**src/rtl/mem_access_ctrl.sv**
```systemverilog
// mem_access_ctrl: initiator side of the word-wide synchronous data-memory interface.
// Takes one load/store request at a time from the MEM-stage control. Byte and halfword
// stores become read-modify-write sequences; loads are lane-extracted and extended.
//
// Ports:
//   clk, rst_n      clock (rising edge) and asynchronous active-low reset
//   start           request strobe, sampled only in IDLE
//   is_store        1 = store, 0 = load
//   size            00 byte, 01 half, 10 word, 11 reserved (reported as misaligned)
//   sign_ext        loads only: 1 = sign-extend, 0 = zero-extend
//   addr, wdata     byte address and store data (sub-word taken from the low bits)
//   rdata           registered load result, held until the next load completes
//   busy, done, err status to the control FSM; err is valid with the done pulse
//   Mem_WrEn, ALU_MEM_Addr, MEM_DataIn, MEM_DataOut   memory interface
module mem_access_ctrl #(
    parameter bit BIG_ENDIAN = 1'b0
) (
    input  logic        clk,
    input  logic        rst_n,
    input  logic        start,
    input  logic        is_store,
    input  logic [1:0]  size,
    input  logic        sign_ext,
    input  logic [31:0] addr,
    input  logic [31:0] wdata,
    output logic [31:0] rdata,
    output logic        busy,
    output logic        done,
    output logic        err,
    output logic        Mem_WrEn,
    output logic [31:0] ALU_MEM_Addr,
    output logic [31:0] MEM_DataIn,
    input  logic [31:0] MEM_DataOut
);

    typedef enum logic [2:0] {StIdle, StRd, StCap, StWr, StDone} state_e;

    state_e      state_q;
    logic [1:0]  lane_q;   // byte offset within the word; upper bits live in ALU_MEM_Addr
    logic        store_q;
    logic [1:0]  size_q;
    logic        sext_q;
    logic [31:0] wdata_q;

    logic        misalign;
    logic [1:0]  blane;
    logic        hlane;
    logic [7:0]  rbyte;
    logic [15:0] rhalf;
    logic [31:0] load_val;
    logic [31:0] merged;

    // Evaluated on the live inputs, since it decides the exit from IDLE.
    assign misalign = (size == 2'b11) ||
                      (size == 2'b01 && addr[0]) ||
                      (size == 2'b10 && addr[1:0] != 2'b00);

    always_comb begin
        // Big-endian mirrors the lane index.
        blane  = lane_q ^ {2{BIG_ENDIAN}};
        hlane  = lane_q[1] ^ BIG_ENDIAN;
        rbyte  = MEM_DataOut[7:0];
        merged = MEM_DataOut;
        unique case (blane)
            2'd0: begin rbyte = MEM_DataOut[7:0];   merged[7:0]   = wdata_q[7:0]; end
            2'd1: begin rbyte = MEM_DataOut[15:8];  merged[15:8]  = wdata_q[7:0]; end
            2'd2: begin rbyte = MEM_DataOut[23:16]; merged[23:16] = wdata_q[7:0]; end
            2'd3: begin rbyte = MEM_DataOut[31:24]; merged[31:24] = wdata_q[7:0]; end
        endcase
        rhalf = hlane ? MEM_DataOut[31:16] : MEM_DataOut[15:0];
        if (size_q == 2'b01) begin
            merged = MEM_DataOut;
            if (hlane) merged[31:16] = wdata_q[15:0];
            else       merged[15:0]  = wdata_q[15:0];
        end
        case (size_q)
            2'b00:   load_val = {{24{sext_q & rbyte[7]}}, rbyte};
            2'b01:   load_val = {{16{sext_q & rhalf[15]}}, rhalf};
            default: load_val = MEM_DataOut;
        endcase
    end

    always_ff @(posedge clk or negedge rst_n) begin
        if (!rst_n) begin
            state_q      <= StIdle;
            lane_q       <= 2'b00;
            store_q      <= 1'b0;
            size_q       <= 2'b00;
            sext_q       <= 1'b0;
            wdata_q      <= '0;
            rdata        <= '0;
            busy         <= 1'b0;
            done         <= 1'b0;
            err          <= 1'b0;
            Mem_WrEn     <= 1'b0;
            ALU_MEM_Addr <= '0;
            MEM_DataIn   <= '0;
        end else begin
            done     <= 1'b0;
            err      <= 1'b0;
            Mem_WrEn <= 1'b0;
            case (state_q)
                StIdle: begin
                    if (start) begin
                        lane_q  <= addr[1:0];
                        store_q <= is_store;
                        size_q  <= size;
                        sext_q  <= sign_ext;
                        wdata_q <= wdata;
                        busy    <= 1'b1;
                        if (misalign) begin
                            // No memory access: address bus keeps its last value.
                            state_q <= StDone;
                            done    <= 1'b1;
                            err     <= 1'b1;
                        end else begin
                            ALU_MEM_Addr <= {addr[31:2], 2'b00};
                            if (is_store && size == 2'b10) begin
                                state_q    <= StWr;
                                Mem_WrEn   <= 1'b1;
                                MEM_DataIn <= wdata;
                            end else begin
                                state_q <= StRd;
                            end
                        end
                    end
                end
                StRd: state_q <= StCap;
                StCap: begin
                    if (store_q) begin
                        state_q    <= StWr;
                        Mem_WrEn   <= 1'b1;
                        MEM_DataIn <= merged;
                    end else begin
                        state_q <= StDone;
                        rdata   <= load_val;
                        done    <= 1'b1;
                    end
                end
                StWr: begin
                    state_q <= StDone;
                    done    <= 1'b1;
                end
                StDone: begin
                    state_q <= StIdle;
                    busy    <= 1'b0;
                end
                default: begin
                    state_q <= StIdle;
                    busy    <= 1'b0;
                end
            endcase
        end
    end

endmodule

```
**config.mk**
```make
export PLATFORM = sky130hd
export DESIGN_NAME = mem_access_ctrl
export DESIGN_NICKNAME = d
export VERILOG_FILES = /design/src/rtl/mem_access_ctrl.sv
export SDC_FILE = /design/constraint.sdc
export NUM_CORES = 1
export LEC_CHECK = 0
export CAP_MARGIN = 20
export CORE_ASPECT_RATIO = 1.1
export CORE_MARGIN = 2
export CORE_UTILIZATION = 36
export CTS_CLUSTER_SIZE = 8
export DETAILED_ROUTE_END_ITERATION = 6
export PLACE_DENSITY = 0.74
export SYNTH_ARGS = -nofsm -noshare
export SYNTH_HDL_FRONTEND = slang
export SYNTH_SLANG_ARGS = --single-unit
```
**constraint.sdc**
```tcl
create_clock -name clk -period 2.1 [get_ports clk]
set_input_delay 0.42 -clock clk [delete_from_list [all_inputs] [get_ports clk]]
set_output_delay 0.42 -clock clk [all_outputs]
set_load 0.005 [all_outputs]
```
==> flow_metrics.tcl <==
set metrics [dict create \
    period_needed_ns 1.91 \
    ys_async_sr_fraction 1.00 \
    port_buffers 200 \
    drive_above_1_share 0.158 \
    clk_latency_ns 0.42 \
    htreeDepth 4 \
    start_util 0.367 \
    worstSetupStartpointType "flip-flop" \
    critical_path_required_ns 2.38 \
    route.vias.total 5438 \
    routed_via_density 5.36 \
    grt_max_degree 49 \
    synth_flop_cell "dfrtp_1" \
    max_freq_mhz 523 \
    power_density_nw_per_um2 1520 \
    final_hold_viol_count 0 \
    postRouteAntennaNets 0 \
    yosysUniqueCellTypes 48 \
    finalClockSkew_ns 0.0178 \
    path_class "flip-flop to flip-flop" \
    cp_cell_sequence "or4b_1 -> buf_4 -> o311ai_0" \
    slowest_delay_ns 0.67 \
    cts_resized 0 \
    hpwl_um 14500 \
    grt_pass1_vias 5555 \
    pre_cts_ws_ns -0.0761 \
    slowest_stage "or4b_1" \
    synth.area.top_cells "dfrtp_1, mux2_2, nand2_1, a21oi_1, o21ai_0" \
    peakVddDrop_mv 0.767 \
    synth_area_um2 5980 \
    final_nets 900 \
    first_iter_violations 374 \
    drv_cap 0 \
    grt_pass1_wl_um 30400 \
    die-area_um2 17700 \
    synth-warning-count 0 \
    drv_slew 0 \
    r2r_slack_ns 0.19 \
    cts-root-buf "clkbuf_16" \
    ios 203 \
    syn_to_final_growth_pct 51.1 \
    synth-seq-cells 123 \
    grt_overflow_total 0 \
    finalSetupTns_ns 0 \
    grt_util_met1 0.278 \
    p_leak_nw 3.87 \
    crit_arrival_ns 2.19 \
    max_slew.worst_pin.slew_ns 0.921 \
    synth.largest_area_cell "dfrtp_1" \
    clk_pin_slew_worst_paths_ns 0.06 \
    crit_fanout 16 \
    rsz0062_at_grt "false" \
    row_count 49 \
    numCtsBuffers 17 \
    synth-seq-area-share 0.515 \
    worst_r2r_path_depth 3 \
    totalWireLength_um 19300 \
    met2_usage 0.350 \
    drtPass1Iterations 5 \
    gp_congestion 0.886 \
    r2r_end "rdata[24]" \
    drcViolationCount 0 \
    period_share 0.911 \
    timing.rr.start "state_q[2]" \
    use_met3 0.0802 \
    avgSynthCellArea_um2 10.2 \
    antenna_found_initial 0 \
    cts_buffer_depth 2 \
    relSlewSlack 0.380 \
    synth_edf_count 0 \
    outcome "complete, no violations" \
    setup_viol 0 \
    fp.dieH_um 139 \
    synth_top_area_share 0.515 \
    cts_tree "done" \
    synthCells 585 \
    avgRoutedWirePerCell_um 19.0 \
    antenna_cells 0 \
    die_w_um 127 \
    clkSinkCount 123 \
    endpoint_kind "flip-flop" \
    yosysMostFrequentCell "dfrtp_1" \
    grt_usage 0.222 \
    min_path_type "input port to asynchronous set/reset pin" \
    grt-busiest-layer "met2" \
    timing.final.ws_setup_ns 0.187 \
    synth_common_cells "dfrtp_1, nand2_1, mux2_2" \
    core_area_um2 16300 \
]
## power breakdown
part	internal, mW	switching (mW)
clock network	2.09	1.07
registers	3.54	0.831
logic	3.46	2.76
## layout make-up
cell class                      count  area [µm²]
Inverter                           21        78.8
Timing Repair Buffer              241        2370
Fill cell                        1420        7270
Tap cell                          204         255
Clock buffer                       19         433
Clock inverter                     13         199
Sequential cell                   123        3080
Multi-Input combinational cell    393        2620
## layer usage
metal | part of all wire | vias to the layer above
li1 | - | 2539
met1 | 0.41 | 2615
met2 | 0.48 | 250
met3 | 0.092 | 34
met4 | 0.025 | 0
met5 | 0 | -
## registers in the layout, summed over array words and instances (netlist names)
signal        count
ALU_MEM_Addr     30
MEM_DataIn       32
Mem_WrEn          1
blane             2
busy              1
done              1
err               1
rdata            32
sext_q            1
size_q            2
state_q           3
store_q           1
wdata_q          16
## through the flow
step | util | cells | hold WS (ns) | total power, mW | area [µm²]
finish | 0.554 | 1014 | 0.486 | 13.8 | 9040
CTS | 0.554 | 1014 | 0.491 | 13.8 | 9040
floorplan | - | 586 | 0.124 | 7.34 | 5990
detailed placement | 0.515 | 981 | 0.402 | 10.6 | 8400
global placement | 0.515 | 981 | 0.403 | 10.5 | 8400
global route | 0.554 | 1014 | 0.499 | 14.6 | 9040
## timing repair
action	4_1_cts	5_1_grt
hold buffers	1	0
hold endpoints to repair	29	0
buffers inserted	0	0
setup endpoints to repair	0	0
## cell usage in the layout, fill, tap and decap left out, types with 9 or more instances in the layout
cell type	instances
clkdlybuf4s50_1	199
dfrtp_1	123
nand2_1	71
mux2_2	50
a21oi_1	45
buf_4	36
o21ai_0	32
inv_1	20
nor2_1	20
nand3_1	19
o21ai_1	19
a211oi_1	17
clkbuf_16	17
nand2b_1	12
o22a_1	9
## how the worst max path moves through the flow
stage          startpoint               end  slack, ns  depth (start not counted)
2_1_floorplan  state_q[2]    MEM_DataIn[10]       0.25                          7
3_3_place_gp      addr[0]  ALU_MEM_Addr[11]      -0.05                          6
3_5_place_dp      addr[0]  ALU_MEM_Addr[17]      -0.08                          6
4_1_cts        state_q[2]         rdata[29]       0.19                          3
5_1_grt         size_q[0]    MEM_DataIn[23]       0.07                          4
6_report       state_q[2]         rdata[24]       0.19                          3
## worst max-delay path: cells and delay by family, from the launching register on
family,cells,cell delay (ns)
buf+inv,1,0.23
compound gates,1,0.36
flops,1,0.52
simple gates,1,0.67
## cell families after synthesis
logic type / count (synthesis) / share of synthesized area
muxes: 62 / 0.117
DFF: 123 / 0.515
AOI/OAI and AO/OA: 182 / 0.202
and+or+nand+nor: 147 / 0.117
buffers and inverters: 70 / 0.0489
other: 1 / 0.000627
(Power assumes the default switching activity.)
